[config.mk]
export PLATFORM = sky130hd
export DESIGN_NAME = imem_loadable
export DESIGN_NICKNAME = d
export VERILOG_FILES = /design/src/rtl/imem_loadable.sv
export SDC_FILE = /design/constraint.sdc
export NUM_CORES = 2
export LEC_CHECK = 0
export CAP_MARGIN = 0
export CORE_MARGIN = 2
export CORE_UTILIZATION = 57
export DETAILED_ROUTE_END_ITERATION = 8
export PLACE_DENSITY = 0.8
export SLEW_MARGIN = 20
export SYNTH_ARGS = -nofsm -noshare
export SYNTH_HDL_FRONTEND = slang
export SYNTH_SLANG_ARGS = --single-unit
[constraint.sdc]
create_clock -name clk -period 7.8 [get_ports clk]
set_clock_uncertainty 0.2 [all_clocks]
set_input_delay 1.56 -clock clk [delete_from_list [all_inputs] [get_ports clk]]
set_output_delay 1.56 -clock clk [all_outputs]
set_load 0.02 [all_outputs]
[src/rtl/imem_loadable.sv]
// Loadable instruction memory: boot-load port writes words, then RUN serves byte-addressed fetches.
// Optional IMEM_CLEAR_EN: reset first sweeps NOP_WORD through every word before BOOT.
module imem_loadable #(
  parameter int                 ADDR_W   = 7,
  parameter int                 DATA_W   = 32,
  parameter logic [DATA_W-1:0]  NOP_WORD = '0
) (
  input  logic              clk,
  input  logic              rst,
  input  logic              ld_valid,
  output logic              ld_ready,
  input  logic [ADDR_W-1:0] ld_addr,
  input  logic [DATA_W-1:0] ld_data,
  input  logic              ld_last,
  output logic              boot_done,
  input  logic              fetch_req,
  output logic              fetch_ready,
  input  logic [31:0]       fetch_addr,
  output logic              inst_valid,
  output logic [DATA_W-1:0] inst,
  output logic              inst_err
);

  localparam int DEPTH = 1 << ADDR_W;

`ifdef IMEM_CLEAR_EN
  typedef enum logic [1:0] {ST_CLEAR = 2'd0, ST_BOOT = 2'd1, ST_RUN = 2'd2} state_t;
  localparam state_t RST_STATE = ST_CLEAR;
`else
  typedef enum logic [1:0] {ST_BOOT = 2'd1, ST_RUN = 2'd2} state_t;
  localparam state_t RST_STATE = ST_BOOT;
`endif

  state_t              state_reg, state_next;
  logic [DATA_W-1:0]   mem [DEPTH];
  logic                mem_we;
  logic [ADDR_W-1:0]   mem_waddr;
  logic [DATA_W-1:0]   mem_wdata;

  logic [ADDR_W-1:0]   fetch_idx;
  logic                fetch_misaligned;
  logic                fetch_oor;
  logic                fetch_err;
  logic                fetch_acc;

`ifdef IMEM_CLEAR_EN
  logic [ADDR_W-1:0]   clr_cnt_reg, clr_cnt_next;
`endif

  assign ld_ready    = (state_reg == ST_BOOT);
  assign fetch_ready = (state_reg == ST_RUN);
  assign boot_done   = (state_reg == ST_RUN);

  // Fetch address decode: word index plus alignment / range checks.
  assign fetch_idx        = fetch_addr[ADDR_W+1:2];
  assign fetch_misaligned = (fetch_addr[1:0] != 2'b00);
  generate
    if (ADDR_W + 2 < 32) begin : g_oor
      assign fetch_oor = |fetch_addr[31:ADDR_W+2];
    end else begin : g_no_oor
      assign fetch_oor = 1'b0;
    end
  endgenerate
  assign fetch_err = fetch_misaligned | fetch_oor;
  assign fetch_acc = fetch_req & fetch_ready;

  always_ff @(posedge clk) begin
    if (rst) begin
      state_reg <= RST_STATE;
    end else begin
      state_reg <= state_next;
    end
  end

`ifdef IMEM_CLEAR_EN
  always_ff @(posedge clk) begin
    if (rst) begin
      clr_cnt_reg <= '0;
    end else begin
      clr_cnt_reg <= clr_cnt_next;
    end
  end
`endif

  always_comb begin
    state_next = state_reg;
    mem_we     = 1'b0;
    mem_waddr  = ld_addr;
    mem_wdata  = ld_data;
`ifdef IMEM_CLEAR_EN
    clr_cnt_next = clr_cnt_reg;
`endif
    case (state_reg)
`ifdef IMEM_CLEAR_EN
      ST_CLEAR: begin
        mem_we       = 1'b1;
        mem_waddr    = clr_cnt_reg;
        mem_wdata    = NOP_WORD;
        clr_cnt_next = clr_cnt_reg + 1'b1;
        if (clr_cnt_reg == {ADDR_W{1'b1}}) begin
          state_next = ST_BOOT;
        end
      end
`endif
      ST_BOOT: begin
        // ld_last only counts when it rides on an accepted beat.
        if (ld_valid) begin
          mem_we = 1'b1;
          if (ld_last) begin
            state_next = ST_RUN;
          end
        end
      end
      ST_RUN: begin
        state_next = ST_RUN;
      end
      default: begin
        state_next = RST_STATE;
      end
    endcase
  end

  // Memory array has no reset; a write in the reset cycle is suppressed.
  always_ff @(posedge clk) begin
    if (mem_we && !rst) begin
      mem[mem_waddr] <= mem_wdata;
    end
  end

  always_ff @(posedge clk) begin
    if (rst) begin
      inst_valid <= 1'b0;
      inst_err   <= 1'b0;
      inst       <= NOP_WORD;
    end else begin
      inst_valid <= fetch_acc;
      inst_err   <= fetch_acc & fetch_err;
      if (fetch_acc) begin
        inst <= fetch_err ? NOP_WORD : mem[fetch_idx];
      end
    end
  end

endmodule

### Word level (Yosys, flattened, before mapping)

Memories as Yosys holds them, arrays and structs flattened.
Cells that the tools add are included.

| cells by class | value |
|---|---|
| bitwise operators | 3 |
| reductions and logical operators | 5 |
| eq/ne operators | 4 |
| muxes and demuxes | 8 |

Operator list:

| cell | number |
|---|---|
| 2-to-1 mux 32 bit | 1 |
| OR reduction 23 bit | 1 |
| 2-to-1 mux 1 bit | 4 |
| 2-to-1 mux 2 bit | 2 |
| case mux 2 bit (2 select lines) | 1 |
| bitwise AND 1 bit | 2 |
| equality test 2 x 1 -> 1 bit, second input constant | 1 |
| equality test 2 bit, second input constant | 1 |
| inequality test 2 x 1 -> 1 bit, second input constant | 1 |
| inequality test 2 bit, second input constant | 1 |
| AND reduction 2 bit | 1 |
| nonzero test 2 bit | 1 |
| logical AND 1 bit | 1 |
| logical NOT 1 bit | 1 |
| OR 1 bit | 1 |

| storage, ports and cells | value |
|---|---|
| memories | 1 |
| memory bits (writable) | 4096 |
| word-level logic and storage cells | 25 |
| input bits | 76 |
| register bits after elaboration | 36 |

Memory list:

| memory | words | bits a word | read ports | clocked after Yosys merged registers in | write ports | RTL line | source |
|---|---|---|---|---|---|---|---|
| mem | 128 | 32 | 1 | 0 | 1 | 35 | `logic [DATA_W-1:0] mem [DEPTH];` |

### Logic depth before layout (Yosys ltp)

| logic depth | value |
|---|---|
| depth after elaboration | 5 |
| depth in mapped cells | 12 |

### Least setup slack after synthesis

No wires, ideal clock.

| timing | value |
|---|---|
| path type | in2reg |
| from | input rst |
| to | memory mem[80][0] (enable) |
| path slack | 1.709 ns |
| path buffers | 1 |
| data arrival time | 5.390 ns |
| required time | 7.098 ns |
| stages on the path | 5 |
| setup time | 0.502 ns |
| cells stage by stage | and3b_1 > clkbuf_1 > and2_1 > nand2_1 > nor4_1 |

| between the ends | value |
|---|---|
| longest elaborated chain between the ends | 4 |

RTL lines:

| item | RTL line | source |
|---|---|---|
| from (decl) | 9 | `input logic rst,` |
| logical NOT 1 bit | 125 | `if (mem_we && !rst) begin` |
| logical AND 1 bit | 125 |  |
| 2-to-1 mux 1 bit | 125 |  |
| 2-to-1 mux 1 bit (implied by the code) | 126 | `mem[mem_waddr] <= mem_wdata;` |
| to (decl) | 35 |  |

No other way between the ends.

### Worst setup path after layout

| timing | value |
|---|---|
| from | input fetch_addr[3] |
| to | register inst[13] |

| between the ends | value |
|---|---|
| longest elaborated chain between the ends | 2 |

RTL lines:

| item | RTL line | source |
|---|---|---|
| from (decl) | 18 | `input logic [31:0] fetch_addr,` |
| memory (128 x 32 bit) | - |  |
| 2-to-1 mux 32 bit | 139 | `inst <= fetch_err ? NOP_WORD : mem[fetch_idx];` |
| to (signal assigned) | 139 |  |
| to (decl) | 20 | `output logic [DATA_W-1:0] inst,` |

No other way between the ends.
A chain may end at the register's enable or synchronous reset.

==> reports/results.ini <==
[clocking]
htree_levels=5
cts.sinks=4132
path_clk_slew_ps=60
post_cts_resized=0
root_buffer=clkbuf_16
cts_tree=built
hold_buffers=0
clock_latency_ps=930
cts_setup_buffers=0
cts_buffers=380
clockBufferDepth=4

[cells_and_area]
fillerInstances=16550
nNetsFinal=7506
regArea_mm2=0.1237
drive_above_1_share_pct=25.24
layout_commonest_cell=edfxtp_1
area_growth_pct=12.17
largest_register_ffs=4096
fin_cells=11450
multiInputGateArea_mm2=0.03319
layout_common_cells=4096 x edfxtp_1, 895 x mux4_2, 385 x clkbuf_16

[pwr]
p_leak_uw=0.05497
netSwitchingPower_uw=9850
clockPowerShare_pct=40.6
comb_power_share_pct=5.3
cellPowerDensity_mw_per_mm2=255.0
switching_share_pct=21.80
p_int_uw=35330
p_seq_share_pct=54.1
peakVddDrop_uv=294.5

[synth]
post_synth_num_cell_types=48
synth.avg_cell_area_um2=22.25
seq_area_frac_synth_pct=78.34
synth_cells=7098
ys.flop_type=edfxtp_1
ys_warn_count=0
synth_edf_count=4096
syn-cell-area_mm2=0.1579
syn_nets=7176
ys_ff_latch=4132
synthArstFlopShare_pct=0

[job]
maxCapViolCount=0

[placed_design]
io_buffers=112
dp_hpwl_um=242300
numPlacedInstances=10740
finalWeightedCongestion=0.9237

[setup_path]
end_kind=flop
worstSetupStartpoint=fetch_addr[3]
required_ps=8370
startpoint_type=primary input
crit_family=compound AO/OA/AOI/OAI gates
max_stage_delay_ps=920
r2r-start=state_reg[0]
cpMaxStageDelayCell=a221oi_1
worstSetupPathDepth=8
worst-path-buf-inv=3
cp_cell_sequence=buf_8, buf_12, buf_12, mux4_2, a221oi_1, nand4_1, a21oi_1, a211oi_1
crit_arrival_ps=6040
r2r_cells=8
critPathMaxFanout=86
cp_common_cell=buf_12
path_class=in2reg

[sta]
post-route-period-util_pct=70.17
fmax_ghz=0.1827
finalSetupTns_ps=0
setup_viol=0
relSlewSlack_pct=10.72
maxSlewViolCount=0
rsz0062_at_grt=false
hold_ws_ps=313.1
final-hold-violation-count=0
final.min_clock_period_ps=5474
tightest_slew_ps=1331

[drt]
routedWlPerCell_um=39.25
via_per_inst=7.178
first_pass_iters=8
drcViolationCount=0
drt-initial-drc-count=15990
wl_um=449400
ant_nets=0
vias=82190

[global_routing]
grt_use_total_pct=31.77
grt_pass1_vias=81540
overflow=0
grt_max_degree=127
antenna_found_initial=33
grt_pass1_wl_um=624400

[floorplan]
io_pins=113
initial_core_util_pct=57.22
die-area_mm2=0.2813
coreArea_mm2=0.2760
die-height_um=530.4
die_w_um=530.4
std_cell_rows=193

[worst_hold_path]
hp-start=state_reg[1]
whs_path_depth=1
min_path_type=reg2reg

[status]
outcome=complete, no violations

[cell usage after synthesis (all sizes together) (2+ instances only)]
master	number	area share, %
o221ai	115	0.64
nor4	8	0.036
a22oi	184	0.87
mux4	895	13
nand4b	3	0.017
nand3	43	0.14
and3b	2	0.011
a22o	12	0.067
nand3b	6	0.029
nand2	154	0.37
mux2	30	0.21
clkbuf	204	0.48
a211oi	62	0.34
nand4	14	0.055
or3b	3	0.017
o21ai	55	0.17
o22ai	62	0.25
edfxtp	4096	78
ha	2	0.016
o21a	2	0.0095
dfxtp	36	0.46
a21oi	212	0.67
nor2b	22	0.087
mux2i	375	2.4
inv	2	0.0048
nor3b	2	0.0095
and2	6	0.024
nor2	138	0.33
a221oi	44	0.24
nand2b	25	0.099
a21o	12	0.057
a2111oi	20	0.19
buf	213	0.88
o2111ai	33	0.18
[stage by stage]
step / setup WS (ps) / util (%) / power, uW / cell area, um2
2_1_floorplan: 1709 / - / 26090 / 157900
6_report: 2326 / 64.18 / 45180 / 177100
4_1_cts: 2338 / 64.04 / 45070 / 176800
3_3_place_gp: 1528 / 59.62 / 27110 / 164600
3_5_place_dp: 1441 / 59.68 / 27180 / 164700
5_1_grt: 2466 / 64.17 / 45970 / 177100
[power by group through the flow]
stage               sequential [uW]  clock, uW  combinational (uW)
floorplan                     24900          0                1170
global placement              24900          0                2190
detailed placement            24900          0                2260
CTS                           24400      18300                2300
global route                  24400      19100                2410
finish                        24400      18400                2380
[final timing paths]
path | slack [ps] | endpoint
worst max-delay path | 2330 | inst[13]
worst min register to register | 310 | state_reg[1]
worst max register to register | 3720 | inst[1]
worst min-delay path | 310 | state_reg[1]
[per-layer routing]
metal	routed length [um]	GRT usage, %	part of all wire [%]	up-vias
met1	140600	40.38	31	42160
met2	212300	49.38	47	7644
met5	268	0	0.060	-
met4	32400	18.89	7.2	30
met3	63910	8.817	14	1414
li1	-	-	-	30940
[kinds of logic (layout without fill, tap and decap cells)]
logic type               after synthesis  in the layout  share of synthesized area [%]
flip-flops                          4132           4132                          78.34
multiplexers                        1300           1300                          15.35
AO/OA/AOI/OAI                        815            815                          3.698
AND/OR/NAND/NOR                      429            429                          1.225
buffers and inverters                420           1056                          1.370
adder cells (fa/ha/maj)                2              2                        0.01584
other                                  0             12                              0
[worst reg2reg max path, delay by kind of cell (launching register included)]
| family | cells | cell delay (ps) |
|---|---|---|
| AND/OR/NAND/NOR | 3 | 1500 |
| buffers and inverters | 2 | 660 |
| adder cells (fa/ha/maj) | 1 | 270 |
| flip-flops | 1 | 320 |
| AO/OA/AOI/OAI | 2 | 1060 |
[layout make-up]
class	count	share of cell area (%)
Multi-Input combinational cell	2546	18.74
Antenna cell	12	0.01695
Clock buffer	466	5.661
Clock inverter	222	1.129
Timing Repair Buffer	365	1.985
Sequential cell	4132	69.84
Inverter	3	0.01059
Tap cell	3705	2.617
No activity file was read; power rests on OpenSTA's default activity.
